$ cat config.mk
export PLATFORM = sky130hd
export DESIGN_NAME = uart_rx
export DESIGN_NICKNAME = d
export VERILOG_FILES = /design/src/rtl/uart_pkg.sv /design/src/rtl/uart_rx_sampler.sv /design/src/rtl/uart_rx.sv
export SDC_FILE = /design/constraint.sdc
export NUM_CORES = 1
export LEC_CHECK = 0
export BUFFER_PORTS_ARGS = -buffer_cell sky130_fd_sc_hd__buf_4
export CORE_AREA = 5 5 85 87
export DETAILED_ROUTE_END_ITERATION = 10
export DIE_AREA = 0 0 90 92
export PLACE_DENSITY = 0.48
export SLEW_MARGIN = 20
export SYNTH_ARGS = -nofsm -noshare
export SYNTH_HDL_FRONTEND = slang
export SYNTH_SLANG_ARGS = --single-unit
$ cat constraint.sdc
create_clock -name CLK -period 2.7 [get_ports CLK]
set_input_delay 0.81 -clock CLK [delete_from_list [all_inputs] [get_ports CLK]]
set_output_delay 0.81 -clock CLK [all_outputs]
set_load 0.05 [all_outputs]
$ cat src/rtl/uart_pkg.sv
// Shared UART definitions used by both the transmitter and the receiver.
//   - FSM state encodings (IDLE, START, DATA, PARITY, STOP)
//   - Legal oversampling ratios and the fallback used for any other value
//   - Parity type encodings as driven on PAR_TYP
package uart_pkg;

  localparam logic [2:0] ST_IDLE   = 3'd0;
  localparam logic [2:0] ST_START  = 3'd1;
  localparam logic [2:0] ST_DATA   = 3'd2;
  localparam logic [2:0] ST_PARITY = 3'd3;
  localparam logic [2:0] ST_STOP   = 3'd4;

  localparam int PRESCALE_8  = 8;
  localparam int PRESCALE_16 = 16;
  localparam int PRESCALE_32 = 32;

  localparam logic PAR_EVEN = 1'b0;
  localparam logic PAR_ODD  = 1'b1;

  // Maps a raw prescale request onto a supported ratio; anything that is not
  // 16 or 32 runs at 8 so the counters always see a known bit period.
  function automatic int prescale_cycles(input int raw);
    case (raw)
      PRESCALE_16: return PRESCALE_16;
      PRESCALE_32: return PRESCALE_32;
      default:     return PRESCALE_8;
    endcase
  endfunction

endpackage

$ cat src/rtl/uart_rx_sampler.sv
// Bit timing and sampling for the UART receiver.
//   CLK, RST      : clock, synchronous active-high reset
//   rx_in         : serial line (already synchronous)
//   frame_start   : FSM is idle and sees a low line this cycle (edge 0)
//   frame_active  : FSM is outside IDLE
//   data_phase    : FSM is receiving data bits
//   prescale      : latched cycles-per-bit for the current frame
//   bit_cnt       : index of the data bit being received
//   sampled_bit   : majority vote of the three mid-bit samples
//   bit_end       : current cycle is the last edge (P-1) of a bit
//   sample_done   : sampled_bit has just been updated for the current bit
module uart_rx_sampler #(
  parameter int DATA_WIDTH = 8,
  parameter int PRESCALE_W = 6
) (
  input  logic                          CLK,
  input  logic                          RST,
  input  logic                          rx_in,
  input  logic                          frame_start,
  input  logic                          frame_active,
  input  logic                          data_phase,
  input  logic [PRESCALE_W-1:0]         prescale,
  output logic [$clog2(DATA_WIDTH)-1:0] bit_cnt,
  output logic                          sampled_bit,
  output logic                          bit_end,
  output logic                          sample_done
);

  localparam int BIT_W = $clog2(DATA_WIDTH);

  logic [PRESCALE_W-1:0] edge_cnt_q, edge_cnt_d;
  logic [PRESCALE_W-1:0] half;
  logic [BIT_W-1:0]      bit_cnt_q, bit_cnt_d;
  logic                  s0_q, s0_d, s1_q, s1_d;
  logic                  vote_q, vote_d;
  logic                  done_q, done_d;

  assign half    = prescale >> 1;
  assign bit_end = frame_active && (edge_cnt_q == prescale - PRESCALE_W'(1));

  always_comb begin
    // NOTE: every variable gets a default before any branch, so no path leaves
    // a signal unassigned and no latch is inferred.
    edge_cnt_d = edge_cnt_q;
    bit_cnt_d  = bit_cnt_q;
    s0_d       = s0_q;
    s1_d       = s1_q;
    vote_d     = vote_q;
    done_d     = 1'b0;

    // The detecting cycle is edge 0 of the start bit, so the counter resumes at 1.
    if (frame_start) begin
      edge_cnt_d = PRESCALE_W'(1);
    end else if (!frame_active || bit_end) begin
      edge_cnt_d = '0;
    end else begin
      edge_cnt_d = edge_cnt_q + PRESCALE_W'(1);
    end

    if (!frame_active) begin
      bit_cnt_d = '0;
    end else if (bit_end && data_phase) begin
      bit_cnt_d = (bit_cnt_q == BIT_W'(DATA_WIDTH - 1)) ? '0 : bit_cnt_q + BIT_W'(1);
    end

    // Samples at P/2-1 and P/2 are stored; the live line at P/2+1 completes the vote.
    if (frame_active) begin
      if (edge_cnt_q == half - PRESCALE_W'(1)) s0_d = rx_in;
      if (edge_cnt_q == half)                  s1_d = rx_in;
      if (edge_cnt_q == half + PRESCALE_W'(1)) begin
        vote_d = (s0_q & s1_q) | (s0_q & rx_in) | (s1_q & rx_in);
        done_d = 1'b1;
      end
    end
  end

  always_ff @(posedge CLK) begin
    // NOTE: reset is sampled on the clock edge only; RST has no asynchronous path.
    if (RST) begin
      edge_cnt_q <= '0;
      bit_cnt_q  <= '0;
      s0_q       <= 1'b0;
      s1_q       <= 1'b0;
      vote_q     <= 1'b0;
      done_q     <= 1'b0;
    end else begin
      // NOTE: non-blocking assignments so every flop updates from pre-edge values.
      edge_cnt_q <= edge_cnt_d;
      bit_cnt_q  <= bit_cnt_d;
      s0_q       <= s0_d;
      s1_q       <= s1_d;
      vote_q     <= vote_d;
      done_q     <= done_d;
    end
  end

  assign bit_cnt     = bit_cnt_q;
  assign sampled_bit = vote_q;
  assign sample_done = done_q;

endmodule

$ cat src/rtl/uart_rx.sv
// UART receiver: recovers start, LSB-first data, optional parity and stop bits.
//   CLK, RST   : clock, synchronous active-high reset
//   RX_IN      : serial line, idle high, synchronous to CLK
//   PAR_EN     : a parity bit follows the data bits
//   PAR_TYP    : 0 even parity, 1 odd parity
//   Prescale   : CLK cycles per bit (8/16/32, anything else runs as 8)
//   P_DATA     : last good word, held until the next good frame
//   Data_Valid : one-cycle pulse when P_DATA updates
//   Par_Err    : one-cycle pulse at the end of a frame with bad parity
//   Stp_Err    : one-cycle pulse at the end of a frame with a low stop bit
module uart_rx
  import uart_pkg::*;
#(
  parameter int DATA_WIDTH = 8,
  parameter int PRESCALE_W = 6
) (
  input  logic                  CLK,
  input  logic                  RST,
  input  logic                  RX_IN,
  input  logic                  PAR_EN,
  input  logic                  PAR_TYP,
  input  logic [PRESCALE_W-1:0] Prescale,
  output logic [DATA_WIDTH-1:0] P_DATA,
  output logic                  Data_Valid,
  output logic                  Par_Err,
  output logic                  Stp_Err
);

  localparam int BIT_W = $clog2(DATA_WIDTH);

  logic [2:0]            state_q, state_d;
  logic [PRESCALE_W-1:0] prescale_q, prescale_d;
  logic                  par_en_q, par_en_d;
  logic                  par_typ_q, par_typ_d;
  logic [DATA_WIDTH-1:0] shift_q, shift_d;
  logic                  par_fail_q, par_fail_d;
  logic                  stp_fail_q, stp_fail_d;
  logic [DATA_WIDTH-1:0] p_data_q, p_data_d;
  logic                  data_valid_q, data_valid_d;
  logic                  par_err_q, par_err_d;
  logic                  stp_err_q, stp_err_d;

  logic [BIT_W-1:0] bit_cnt;
  logic             sampled_bit, bit_end, sample_done;
  logic             frame_start, expected_par;

  assign frame_start  = (state_q == ST_IDLE) && !RX_IN;
  assign expected_par = (par_typ_q == PAR_EVEN) ? ^shift_q : ~^shift_q;

  uart_rx_sampler #(
    .DATA_WIDTH (DATA_WIDTH),
    .PRESCALE_W (PRESCALE_W)
  ) u_sampler (
    .CLK          (CLK),
    .RST          (RST),
    .rx_in        (RX_IN),
    .frame_start  (frame_start),
    .frame_active (state_q != ST_IDLE),
    .data_phase   (state_q == ST_DATA),
    .prescale     (prescale_q),
    .bit_cnt      (bit_cnt),
    .sampled_bit  (sampled_bit),
    .bit_end      (bit_end),
    .sample_done  (sample_done)
  );

  always_comb begin
    state_d      = state_q;
    prescale_d   = prescale_q;
    par_en_d     = par_en_q;
    par_typ_d    = par_typ_q;
    shift_d      = shift_q;
    par_fail_d   = par_fail_q;
    stp_fail_d   = stp_fail_q;
    p_data_d     = p_data_q;
    data_valid_d = 1'b0;
    par_err_d    = 1'b0;
    stp_err_d    = 1'b0;

    case (state_q)
      ST_IDLE: begin
        if (!RX_IN) begin
          state_d    = ST_START;
          prescale_d = PRESCALE_W'(prescale_cycles(int'(Prescale)));
          par_en_d   = PAR_EN;
          par_typ_d  = PAR_TYP;
          par_fail_d = 1'b0;
          stp_fail_d = 1'b0;
        end
      end
      ST_START: begin
        // A start bit that votes high was noise; drop back silently.
        if (bit_end) state_d = sampled_bit ? ST_IDLE : ST_DATA;
      end
      ST_DATA: begin
        if (sample_done) shift_d[bit_cnt] = sampled_bit;
        if (bit_end && (bit_cnt == BIT_W'(DATA_WIDTH - 1))) begin
          state_d = par_en_q ? ST_PARITY : ST_STOP;
        end
      end
      ST_PARITY: begin
        if (sample_done && (sampled_bit != expected_par)) par_fail_d = 1'b1;
        if (bit_end) state_d = ST_STOP;
      end
      ST_STOP: begin
        if (sample_done && !sampled_bit) stp_fail_d = 1'b1;
        if (bit_end) begin
          state_d   = ST_IDLE;
          par_err_d = par_fail_q;
          stp_err_d = stp_fail_q;
          if (!par_fail_q && !stp_fail_q) begin
            p_data_d     = shift_q;
            data_valid_d = 1'b1;
          end
        end
      end
      default: state_d = ST_IDLE;
    endcase
  end

  always_ff @(posedge CLK) begin
    if (RST) begin
      state_q      <= ST_IDLE;
      prescale_q   <= '0;
      par_en_q     <= 1'b0;
      par_typ_q    <= 1'b0;
      shift_q      <= '0;
      par_fail_q   <= 1'b0;
      stp_fail_q   <= 1'b0;
      p_data_q     <= '0;
      data_valid_q <= 1'b0;
      par_err_q    <= 1'b0;
      stp_err_q    <= 1'b0;
    end else begin
      state_q      <= state_d;
      prescale_q   <= prescale_d;
      par_en_q     <= par_en_d;
      par_typ_q    <= par_typ_d;
      shift_q      <= shift_d;
      par_fail_q   <= par_fail_d;
      stp_fail_q   <= stp_fail_d;
      p_data_q     <= p_data_d;
      data_valid_q <= data_valid_d;
      par_err_q    <= par_err_d;
      stp_err_q    <= stp_err_d;
    end
  end

  assign P_DATA     = p_data_q;
  assign Data_Valid = data_valid_q;
  assign Par_Err    = par_err_q;
  assign Stp_Err    = stp_err_q;

endmodule

==> impl_metrics.json <==
{
  "cts_root_buf": "clkbuf_8",
  "final_cells": 333,
  "seqPwrFrac": 0.448,
  "wl_per_cell_microns": 14.62,
  "cp_max_fo": 6,
  "min_period_over_period": 0.7318,
  "final_nets": 272,
  "max_freq_ghz": 0.5061,
  "gr-total-overflow": 0,
  "netSwitchingFraction": 0.3200,
  "syn_area_sq_um": 2180,
  "leakage_nw": 0.9551,
  "cp.required_ps": 2930,
  "max_slew_margin": 0.5628,
  "areaGrowthSynthToFinish_pct": 14.01,
  "crit_chain": "inv_1, ha_1, xor2_1, nand4_1, or4b_1, o21ai_0",
  "critPathSlowestCell": "or4b_1",
  "die-area_sq_um": 8280,
  "ys_seq_area_frac": 0.3858,
  "path_class": "reg -> reg",
  "io_buffers": 21,
  "p_sw_mw": 0.5220,
  "rr_startpoint": "prescale_q[3]",
  "antenna_found_initial": 0,
  "p_comb_frac": 0.237,
  "yosys_warnings": 0,
  "drt_iter0_markers": 80,
  "tritoncts": "done",
  "pin_count": 22,
  "syn_avg_cell_area_sq_um": 9.120,
  "fp.dieW_microns": 90,
  "ys_types": 51,
  "hp-class": "reg -> reg",
  "crit_start": "prescale_q[3]",
  "rsz0062_at_grt": "false",
  "drive_above_1_share": 0.1953,
  "period_minus_slack_ps": 1976,
  "fin_setup_tns_ps": 0,
  "hold_buffers": 0,
  "drt.antenna.violating_nets": 0,
  "finalHoldViolations": 0,
  "vias": 1691,
  "start_util": 0.3472,
  "cts_made_buffers": 5,
  "vias_per_cell": 5.078,
  "rr_worst_depth": 6,
  "rows": 29,
  "r2r-end": "u_sampler.bit_cnt[1]",
  "drc_errors": 0,
  "cap_viol_max_count": 0,
  "drt_first_pass_iters": 4,
  "tightest_slew_ps": 650.3,
  "setup_violations": 0,
  "synthCells": 239,
  "status": "finished, final reports clean",
  "cts_resized": 0,
  "gp_congestion": 0.7816,
  "crit_path_end": "u_sampler.bit_cnt[1]",
  "die_y_microns": 92,
  "num_antenna_cells": 0,
  "post-place-cells": 325,
  "cp.arrival_ps": 2210,
  "clock_skew_ps": 9.063,
  "max-vdd-ir-drop_mv": 0.2417,
  "clk_pin_slew_ps": 90,
  "power_density_nw_per_um2": 656.4,
  "critPathMaxStageDelay_ps": 560,
  "h-tree-depth": 2,
  "dpl.hpwl_mm": 3.543,
  "clock_sinks": 42,
  "wl_mm": 4.870,
  "ys_seq_elements": 42,
  "ff2ff_setup_slack_ps": 720,
  "coreArea_sq_um": 6277,
  "grt_pass1_wl_mm": 8.280,
  "clock_path_buffers": 2,
  "synth_nets": 256,
  "grt_max_degree": 38,
  "timing.final.max_slew_violations": 0,
  "p_int_mw": 1.109,
  "endpoint_kind": "flop",
  "crit_path_start_kind": "flop",
  "post_cts_buffers": 0,
  "grt_util_all_layers": 0.1211,
  "insertion_delay_ps": 300,
  "p_clk_frac": 0.316,
  "grt_pass1_vias": 1683
}
## sequential cells by signal, indices dropped and copies added (netlist names)
name / count
P_DATA: 8
shift_q: 8
u_sampler.edge_cnt_q: 6
prescale_q: 3
state_q: 3
u_sampler.bit_cnt: 3
Data_Valid: 1
Par_Err: 1
Stp_Err: 1
par_en_q: 1
par_fail_q: 1
par_typ_q: 1
stp_fail_q: 1
u_sampler.s0_q: 1
u_sampler.s1_q: 1
u_sampler.sample_done: 1
u_sampler.sampled_bit: 1
## power by group through the flow
stage                     Clock [mW]  Sequential (mW)  Combinational, mW
final                          0.515            0.730              0.386
after global routing           0.560            0.741              0.439
after CTS                      0.531            0.731              0.391
after detailed placement           0            0.745              0.391
after global placement             0            0.745              0.386
after floorplan                    0            0.706              0.326
## cell usage in the layout, fill, tap and decap left out, types with 2 or more instances in the layout
master and instances:
nor4b_1 2, nand3b_1 2, nor2b_1 2, o21ai_2 8, nand3_1 11, inv_1 11
o21ai_0 6, and2_1 3, ha_1 6, a21oi_1 16, clkbuf_8 5, or4_1 2
xor2_1 9, xnor3_1 2, or4b_1 2, dfxtp_1 42, and3_1 3, nand4b_1 4
mux2i_1 9, nor3_1 4, nand2_1 14, nor4_1 4, nor3b_1 3, or3_1 3
nor3_2 2, xnor2_1 11, buf_4 23, nand4_1 4, nor2_1 21
## how the worst min path moves through the flow
stage / end / start / depth (start not counted)
2_1_floorplan: par_typ_q / par_typ_q / 2
3_3_place_gp: P_DATA[4] / P_DATA[4] / 2
3_5_place_dp: P_DATA[4] / P_DATA[4] / 2
4_1_cts: P_DATA[4] / P_DATA[4] / 2
5_1_grt: P_DATA[4] / P_DATA[4] / 2
6_report: P_DATA[4] / P_DATA[4] / 2
## synthesized netlist by cell type, drive strengths merged
master | n | area (sq um)
dfxtp | 42 | 840.8
a311oi | 1 | 8.760
nand3 | 11 | 55.05
xnor3 | 2 | 45.04
o211ai | 1 | 7.510
and4 | 1 | 11.26
nand2 | 14 | 52.55
or4 | 2 | 15.01
or3 | 4 | 30.03
and4b | 1 | 10.01
clkbuf | 6 | 22.52
a31oi | 1 | 6.260
nand4 | 4 | 25.02
mux2i | 9 | 90.09
nor2b | 2 | 12.51
a31o | 1 | 8.760
o31ai | 1 | 7.510
or4b | 2 | 20.02
o21ai | 14 | 100.1
nor2 | 22 | 85.09
buf | 8 | 53.80
nand3b | 2 | 15.01
nor4 | 5 | 37.53
mux2 | 1 | 15.01
xnor2 | 11 | 96.34
nand2b | 1 | 6.260
nor3 | 6 | 40.04
o32ai | 1 | 8.760
xor2 | 9 | 78.83
and2 | 3 | 18.77
or3b | 1 | 11.26
nand4b | 4 | 35.03
inv | 11 | 41.29
a21oi | 16 | 80.08
nor4b | 2 | 17.52
ha | 6 | 75.07
nor3b | 3 | 22.52
maj3 | 1 | 10.01
a21boi | 1 | 7.510
nand4bb | 1 | 11.26
and3 | 3 | 18.77
o22ai | 1 | 12.51
and4bb | 1 | 12.51
## worst max-delay path: cells and delay by family, from the launching register on
kind,cells,cell delay [ps]
xor gates and xnor gates,1,190
and+or+nand+nor,2,820
buffers and inverters,1,70
adders and majority gates,1,320
DFF,1,430
AOI/OAI and AO/OA,1,80
## area by class of cell
class	count	area [sq um]
Fill cell	656	3792
Multi-Input combinational cell	172	1221
Sequential cell	42	840.8
Timing Repair Buffer	23	172.7
Tap cell	77	96.34
Clock buffer	5	68.82
Clock inverter	3	43.79
Inverter	11	41.29
## through the flow
step / util / instance area [sq um] / total power [mW] / setup WS [ps] / hold WS, ps
final: 0.3959 / 2485 / 1.631 / 724.1 / 465.1
after global routing: 0.3959 / 2485 / 1.740 / 550.2 / 486.3
after CTS: 0.3959 / 2485 / 1.653 / 719.5 / 472.0
after detailed placement: 0.3779 / 2372 / 1.136 / 641.2 / 459.9
after global placement: 0.3779 / 2372 / 1.131 / 689.5 / 452.6
after floorplan: - / 2180 / 1.032 / 858.2 / 449.6
## metal layers
layer | vias up | GRT usage | part of all wire
met1 | 789 | 0.1613 | 0.51
met3 | 6 | 0.03028 | 0.029
met5 | - | 0 | 0
met2 | 19 | 0.1933 | 0.45
li1 | 877 | - | -
met4 | 0 | 0.03722 | 0.013
## logic make-up (layout without fill, tap and decap cells)
logic type      after synthesis  after routing  synth area share
compound gates               38             38            0.1137
fa+ha+maj                     7              7           0.03903
simple gates                 95             95            0.2583
xor+xnor                     22             22            0.1010
mux                          10             10           0.04822
buf+inv                      25             42           0.05396
flops                        42             42            0.3858
Power figures use the tool's default switching activity.
